$ cat src/rtl/mmio_port_pkg.sv
// Shared register-map constants for the MMIO port responder.
package mmio_port_pkg;

  localparam logic [1:0] OFF_OUT    = 2'd0;
  localparam logic [1:0] OFF_IN     = 2'd1;
  localparam logic [1:0] OFF_STATUS = 2'd2;
  localparam logic [1:0] OFF_CTRL   = 2'd3;

  localparam int unsigned ST_FULL    = 0;
  localparam int unsigned ST_EMPTY   = 1;
  localparam int unsigned ST_CHANGED = 2;
  localparam int unsigned ST_OVF     = 3;
  localparam int unsigned ST_CNT_LSB = 4;
  localparam int unsigned ST_CNT_W   = 5;

  localparam int unsigned CTRL_W1C     = 0;
  localparam int unsigned CTRL_IE      = 1;
  localparam int unsigned CTRL_OE      = 2;
  localparam int unsigned CTRL_PRE_LSB = 8;
  localparam int unsigned CTRL_PRE_W   = 16;

  function automatic logic [31:0] pack_status(input logic full, input logic empty,
                                              input logic changed, input logic ovf,
                                              input logic [ST_CNT_W-1:0] cnt);
    logic [31:0] s;
    s = '0;
    s[ST_FULL]    = full;
    s[ST_EMPTY]   = empty;
    s[ST_CHANGED] = changed;
    s[ST_OVF]     = ovf;
    s[ST_CNT_LSB +: ST_CNT_W] = cnt;
    return s;
  endfunction

endpackage

$ cat src/rtl/io_sync_fifo.sv
// Parameterized synchronous FIFO; accepts a push while full only when a pop happens the same cycle.
module io_sync_fifo #(
  parameter int unsigned Width = 32,
  parameter int unsigned Depth = 4
) (
  input  logic                     clk_i,
  input  logic                     rst_ni,
  input  logic                     push_i,
  input  logic                     pop_i,
  input  logic [Width-1:0]         data_i,
  output logic [Width-1:0]         data_o,
  output logic                     full_o,
  output logic                     empty_o,
  output logic [$clog2(Depth):0]   count_o
);

  localparam int unsigned PtrW = $clog2(Depth);
  localparam int unsigned CntW = PtrW + 1;

  logic [Width-1:0] mem_q [Depth];
  logic [Width-1:0] mem_d [Depth];
  logic [PtrW-1:0]  wr_ptr_q, wr_ptr_d, rd_ptr_q, rd_ptr_d;
  logic [CntW-1:0]  count_q, count_d;
  logic             do_push, do_pop;

  assign full_o  = (count_q == CntW'(Depth));
  assign empty_o = (count_q == '0);
  assign count_o = count_q;
  assign data_o  = mem_q[rd_ptr_q];

  assign do_pop  = pop_i & ~empty_o;
  assign do_push = push_i & (~full_o | do_pop);

  always_comb begin
    mem_d    = mem_q;
    wr_ptr_d = wr_ptr_q;
    rd_ptr_d = rd_ptr_q;
    count_d  = count_q;
    if (do_push) begin
      mem_d[wr_ptr_q] = data_i;
      wr_ptr_d        = wr_ptr_q + 1'b1;
    end
    if (do_pop) begin
      rd_ptr_d = rd_ptr_q + 1'b1;
    end
    if (do_push && !do_pop) begin
      count_d = count_q + 1'b1;
    end else if (do_pop && !do_push) begin
      count_d = count_q - 1'b1;
    end
  end

  always_ff @(posedge clk_i or negedge rst_ni) begin
    if (!rst_ni) begin
      mem_q    <= '{default: '0};
      wr_ptr_q <= '0;
      rd_ptr_q <= '0;
      count_q  <= '0;
    end else begin
      mem_q    <= mem_d;
      wr_ptr_q <= wr_ptr_d;
      rd_ptr_q <= rd_ptr_d;
      count_q  <= count_d;
    end
  end

endmodule

$ cat src/rtl/mmio_port_responder.sv
// 16-byte MMIO window driving a paced output FIFO and a synchronized input port.
// Define MMIO_PORT_IRQ_EN to add the Irq output and CTRL ie/oe enables.
module mmio_port_responder
  import mmio_port_pkg::*;
#(
  parameter logic [31:0] IO_BASE      = 32'h1001_0000,
  parameter int unsigned FIFO_DEPTH   = 4,
  parameter logic [15:0] PRESCALE_RST = 16'd0
) (
  input  logic        clk,
  input  logic        reset,
  input  logic [31:0] Address,
  input  logic [31:0] WriteData,
  input  logic        MemWrite,
  input  logic        MemRead,
  output logic [31:0] ReadData,
  output logic        Hit,
  input  logic [7:0]  PortIn,
  output logic [31:0] PortOut
`ifdef MMIO_PORT_IRQ_EN
  ,
  output logic        Irq
`endif
);

  localparam int unsigned CntW = $clog2(FIFO_DEPTH) + 1;

  logic [1:0]      off;
  logic            wr_en, push, pop, ctrl_wr, w1c, ovf_event;
  logic            fifo_full, fifo_empty;
  logic [CntW-1:0] fifo_count;
  logic [31:0]     fifo_rdata;

  logic [7:0]  sync1_q, sync1_d, in_sync_q, in_sync_d, prev_q, prev_d;
  logic        in_changed_q, in_changed_d, overflow_q, overflow_d;
  logic [15:0] prescale_q, prescale_d, dcnt_q, dcnt_d;
  logic [31:0] portout_q, portout_d;
`ifdef MMIO_PORT_IRQ_EN
  logic        ie_q, ie_d, oe_q, oe_d, irq_q, irq_d;
`endif

  logic unused_bits;
  assign unused_bits = ^{Address[1:0], WriteData[31:24], WriteData[7:1]};

  assign Hit     = (Address[31:4] == IO_BASE[31:4]);
  assign off     = Address[3:2];
  assign wr_en   = MemWrite & Hit;
  assign push    = wr_en & (off == OFF_OUT);
  assign ctrl_wr = wr_en & (off == OFF_CTRL);
  assign w1c     = ctrl_wr & WriteData[CTRL_W1C];
  assign pop     = ~fifo_empty & (dcnt_q == '0);
  // A pop in the same cycle frees a slot, so only a full FIFO without a pop loses data.
  assign ovf_event = push & fifo_full & ~pop;

  io_sync_fifo #(
    .Width(32),
    .Depth(FIFO_DEPTH)
  ) u_fifo (
    .clk_i  (clk),
    .rst_ni (reset),
    .push_i (push),
    .pop_i  (pop),
    .data_i (WriteData),
    .data_o (fifo_rdata),
    .full_o (fifo_full),
    .empty_o(fifo_empty),
    .count_o(fifo_count)
  );

  always_comb begin
    sync1_d   = PortIn;
    in_sync_d = sync1_q;
    prev_d    = in_sync_q;

    in_changed_d = in_changed_q;
    overflow_d   = overflow_q;
    if (w1c) begin
      in_changed_d = 1'b0;
      overflow_d   = 1'b0;
    end
    if (in_sync_q != prev_q) in_changed_d = 1'b1;
    if (ovf_event)           overflow_d   = 1'b1;

    prescale_d = ctrl_wr ? WriteData[CTRL_PRE_LSB +: CTRL_PRE_W] : prescale_q;

    // Reload uses the pre-write prescale so a running countdown is not disturbed.
    dcnt_d    = dcnt_q;
    portout_d = portout_q;
    if (!fifo_empty) begin
      if (dcnt_q == '0) begin
        portout_d = fifo_rdata;
        dcnt_d    = prescale_q;
      end else begin
        dcnt_d = dcnt_q - 16'd1;
      end
    end

`ifdef MMIO_PORT_IRQ_EN
    ie_d  = ctrl_wr ? WriteData[CTRL_IE] : ie_q;
    oe_d  = ctrl_wr ? WriteData[CTRL_OE] : oe_q;
    irq_d = (ie_d & in_changed_d) | (oe_d & overflow_d);
`endif
  end

  always_ff @(posedge clk or negedge reset) begin
    if (!reset) begin
      sync1_q      <= '0;
      in_sync_q    <= '0;
      prev_q       <= '0;
      in_changed_q <= 1'b0;
      overflow_q   <= 1'b0;
      prescale_q   <= PRESCALE_RST;
      dcnt_q       <= '0;
      portout_q    <= '0;
`ifdef MMIO_PORT_IRQ_EN
      ie_q         <= 1'b0;
      oe_q         <= 1'b0;
      irq_q        <= 1'b0;
`endif
    end else begin
      sync1_q      <= sync1_d;
      in_sync_q    <= in_sync_d;
      prev_q       <= prev_d;
      in_changed_q <= in_changed_d;
      overflow_q   <= overflow_d;
      prescale_q   <= prescale_d;
      dcnt_q       <= dcnt_d;
      portout_q    <= portout_d;
`ifdef MMIO_PORT_IRQ_EN
      ie_q         <= ie_d;
      oe_q         <= oe_d;
      irq_q        <= irq_d;
`endif
    end
  end

  assign PortOut = portout_q;
`ifdef MMIO_PORT_IRQ_EN
  assign Irq = irq_q;
`endif

  always_comb begin
    ReadData = '0;
    if (MemRead && Hit) begin
      case (off)
        OFF_OUT:    ReadData = portout_q;
        OFF_IN:     ReadData = {24'b0, in_sync_q};
        OFF_STATUS: ReadData = pack_status(fifo_full, fifo_empty, in_changed_q, overflow_q,
                                           ST_CNT_W'(fifo_count));
        default: begin
          ReadData[CTRL_PRE_LSB +: CTRL_PRE_W] = prescale_q;
`ifdef MMIO_PORT_IRQ_EN
          ReadData[CTRL_IE] = ie_q;
          ReadData[CTRL_OE] = oe_q;
`endif
        end
      endcase
    end
  end

endmodule

$ cat config.mk
export PLATFORM = sky130hd
export DESIGN_NAME = mmio_port_responder
export DESIGN_NICKNAME = d
export VERILOG_FILES = /design/src/rtl/mmio_port_pkg.sv /design/src/rtl/io_sync_fifo.sv /design/src/rtl/mmio_port_responder.sv
export SDC_FILE = /design/constraint.sdc
export NUM_CORES = 1
export LEC_CHECK = 0
export ABC_AREA = 1
export BUFFER_PORTS_ARGS = -buffer_cell sky130_fd_sc_hd__clkbuf_2
export CAP_MARGIN = 20
export CORE_MARGIN = 2
export CORE_UTILIZATION = 48
export DETAILED_ROUTE_END_ITERATION = 8
export PLACE_DENSITY_LB_ADDON = 0.2
export SLEW_MARGIN = 20
export SYNTH_ARGS = -nofsm -noshare
export SYNTH_HDL_FRONTEND = slang
export SYNTH_SLANG_ARGS = --single-unit
$ cat constraint.sdc
create_clock -name clk -period 2.4 [get_ports clk]
set_input_delay 0.24 -clock clk [delete_from_list [all_inputs] [get_ports clk]]
set_output_delay 0.24 -clock clk [all_outputs]
set_load 0.02 [all_outputs]
==> reports/metrics.csv <==
metric,value,unit
max cap viols,0,
leakage power,6.68,nW
clock power share,0.502,
Post-synth ARST share,1.00,
switching power,1.68,mW
Die W,153,µm
Mapped Area,10700,µm²
Post-Syn Instances,1335,
DP HPWL,19.1,mm
Synth area leader,dfrtp_1,
area occupied by multi-input gates,4350,µm²
first-pass GRT wire length,48.9,mm
Post-DP Area,11700,µm²
ratio of cells with drive above 1 in the final layout,0.169,
GRT Total Usage,0.258,
Netlist cell types,35,
outcome,"complete, no violations",
Synth Flop Type,dfrtp_1,
"Seq/Total Area, Yosys",0.528,
Die Height,153,µm
# setup viols final,0,
sw frac,0.204,
Final period util,0.967,
Layout fillers,2016,
CTS Root Cell,clkbuf_16,
GP Congestion,0.894,
"Clk pin slew, worst setup/hold paths",0.06,ns
total negative slack,0,ns
worst hold start,WriteData[7],
CTS sink cnt,225,
Via density,5.41,
final wirelength,30.1,mm
Post-synth EDFFs,0,
GRT overflow,0,
CP Data Required Time,2.80,ns
max_slew headroom,0.539,
Final Hold Fails,0,
Synth Register Bits,225,
remaining design rule violation count,0,
crit path launch type,flop,
cells on worst reg2reg path,11,
Die Area,23400,µm²
drt pass-1 iters,7,
fin area,12800,µm²
core area,21800,µm²
worst ir drop on vdd,0.470,mV
Seq pwr share,0.465,
Setup crit end kind,flop,
crit path kind,flop to flop,
Clock Skews,0.0155,ns
Max Freq,431,MHz
syn_area_per_cell,7.99,µm²
Worst Max-Slew Pin Slew,0.692,ns
syn nets,1418,
1st-iter DRT viols,769,
largest net degree at the start of global routing,132,
Core Rows,54,
I/O Buffers,138,
minimum clock period,2.32,ns
post-route ant nets,0,
Reg2Reg Setup Slack,0.08,ns
clk_lat worst skew,0.52,ns
Starting Density,0.489,
Worst R2R End,u_fifo.count_o[1],
Area Growth Syn to Fin,19.9,%
CP Max Fanout,3,
Arrival @ worst endpoint,2.72,ns
vias in the first global route,9290,
"Core Util, Final",0.586,
max-slew violation count,0,
Logic pwr share,0.033,
Pint,6.55,mW
sequential cell area,5630,µm²
# IOs,141,
Hold Crit Class,input port to flop,
TritonCTS clock tree,yes,
Synth area leaders,"dfrtp_1 (53%), nand2_1 (13%), nand3_1 (7.4%)",
Clock Path Buffers,3,
Hold Path Sink,u_fifo.mem_q[39],
initial antenna violation count,1,
Synth top area share,0.528,
most common library cells after synthesis,"nand2_1 (381), dfrtp_1 (225), nand3_1 (157)",
RSZ-0062 raised after global routing,true,
"count leader, synth",nand2_1,
Worst Hold Path Cells,3,
hold slack,0.00541,ns
Power Dens Cells,644,nW/µm²
Critical R2R Launch,dcnt_q[1],
Synthesis Warnings,0,
routed len/inst,16.9,µm
DR vias,9597,
H-tree levels,1,
Final nets,1559,
total CTS buffers,24,
## cells by family after synthesis
logic type	synth area share
compound gates	0.102
simple gates	0.282
fa+ha+maj	0.00891
buf+inv	0.0667
flops	0.528
mux	0.00106
xor+xnor	0.0107
## cell type report
type                            instances  share of cell area
Multi-Input combinational cell        944               0.340
Tap cell                              280              0.0274
Clock inverter                          9              0.0155
Timing Repair Buffer                  199              0.0980
Antenna cell                            1            0.000196
Sequential cell                       225               0.440
Clock buffer                           35              0.0542
Inverter                               82              0.0241
## sequential cells by signal (all words and copies together), names as in the netlist
signal           flops
PortOut             32
dcnt_q              16
in_changed_q         1
in_sync_d            8
in_sync_q            8
overflow_q           1
prescale_q          16
prev_q               8
u_fifo.count_o       3
u_fifo.mem_q       128
u_fifo.rd_ptr_q      2
u_fifo.wr_ptr_q      2
## per-stage QoR
step                      std cells  total power [mW]  setup WS [ns]
final                          1775              8.24         0.0800
after global routing           1775              8.48        -0.0734
after CTS                      1769              8.29        0.00130
after detailed placement       1713              4.16         0.0182
after global placement         1713              4.16         0.0676
after floorplan                1335              3.95        0.00451
## timing repair
item / in CTS / in global routing
endpoints found under the hold margin: 94 / 1
buffers inserted: 0 / 4
resized for setup: 0 / 4
setup endpoints to repair: 0 / 3
hold buffers: 12 / 1
## worst max path at each step
stage	from	endpoint	slack (ns)	cells after the start
floorplan	dcnt_q[1]	u_fifo.count_o[2]	0.005	15
global placement	dcnt_q[1]	u_fifo.count_o[1]	0.07	11
detailed placement	dcnt_q[1]	u_fifo.count_o[1]	0.02	11
CTS	dcnt_q[1]	u_fifo.count_o[1]	0.001	11
global route	dcnt_q[1]	u_fifo.count_o[2]	-0.07	14
finish	dcnt_q[1]	u_fifo.count_o[1]	0.08	11
## layer usage
layer | track usage | vias to the layer above | wire length [µm]
met5 | 0 | - | 0
met4 | 0.0657 | 0 | 607
met3 | 0.0417 | 48 | 2400
met2 | 0.397 | 337 | 13800
met1 | 0.382 | 4583 | 13300
li1 | - | 4629 | -
## worst max-delay path, cell delays in order (launching register included)
cell and delay (ns):
dfrtp_1 0.39, inv_2 0.08, ha_4 0.13, nand4_1 0.15, nor2_4 0.18, nand3b_1 0.13, nor2_2 0.12, nand2_1 0.07
ha_2 0.18, inv_1 0.08, fa_2 0.43, mux2_2 0.26
## cell usage in the layout (no fill, tap or decap), types with 2 or more instances in the layout
master / Yosys / layout
a21oi_1: 56 / 55
a221oi_1: 2 / 2
a31oi_1: 4 / 4
buf_12: 0 / 5
buf_4: 0 / 43
bufinv_16: 0 / 6
clkbuf_1: 58 / 7
clkbuf_16: 0 / 25
clkbuf_2: 0 / 137
clkbuf_8: 0 / 3
clkinv_1: 3 / 2
clkinv_2: 0 / 2
dfrtp_1: 225 / 224
dlygate4sd3_1: 0 / 13
ha_1: 6 / 4
inv_1: 75 / 73
inv_2: 4 / 7
nand2_1: 381 / 381
nand2_4: 2 / 2
nand3_1: 157 / 157
nand4_1: 9 / 9
nor2_1: 145 / 143
nor2_2: 3 / 5
nor2_4: 4 / 4
nor3_1: 10 / 10
o211ai_1: 5 / 5
o21ai_0: 101 / 100
o22ai_1: 34 / 34
or2_2: 4 / 4
xnor2_1: 6 / 6
xor2_1: 7 / 7
## power groups by stage
stage / logic [mW] / clock network (mW) / registers (mW)
2_1_floorplan: 0.0552 / 0 / 3.89
3_3_place_gp: 0.260 / 0 / 3.90
3_5_place_dp: 0.261 / 0 / 3.90
4_1_cts: 0.278 / 4.19 / 3.83
5_1_grt: 0.310 / 4.34 / 3.83
6_report: 0.275 / 4.13 / 3.83
Note: power is estimated with default switching activity, not from simulation.
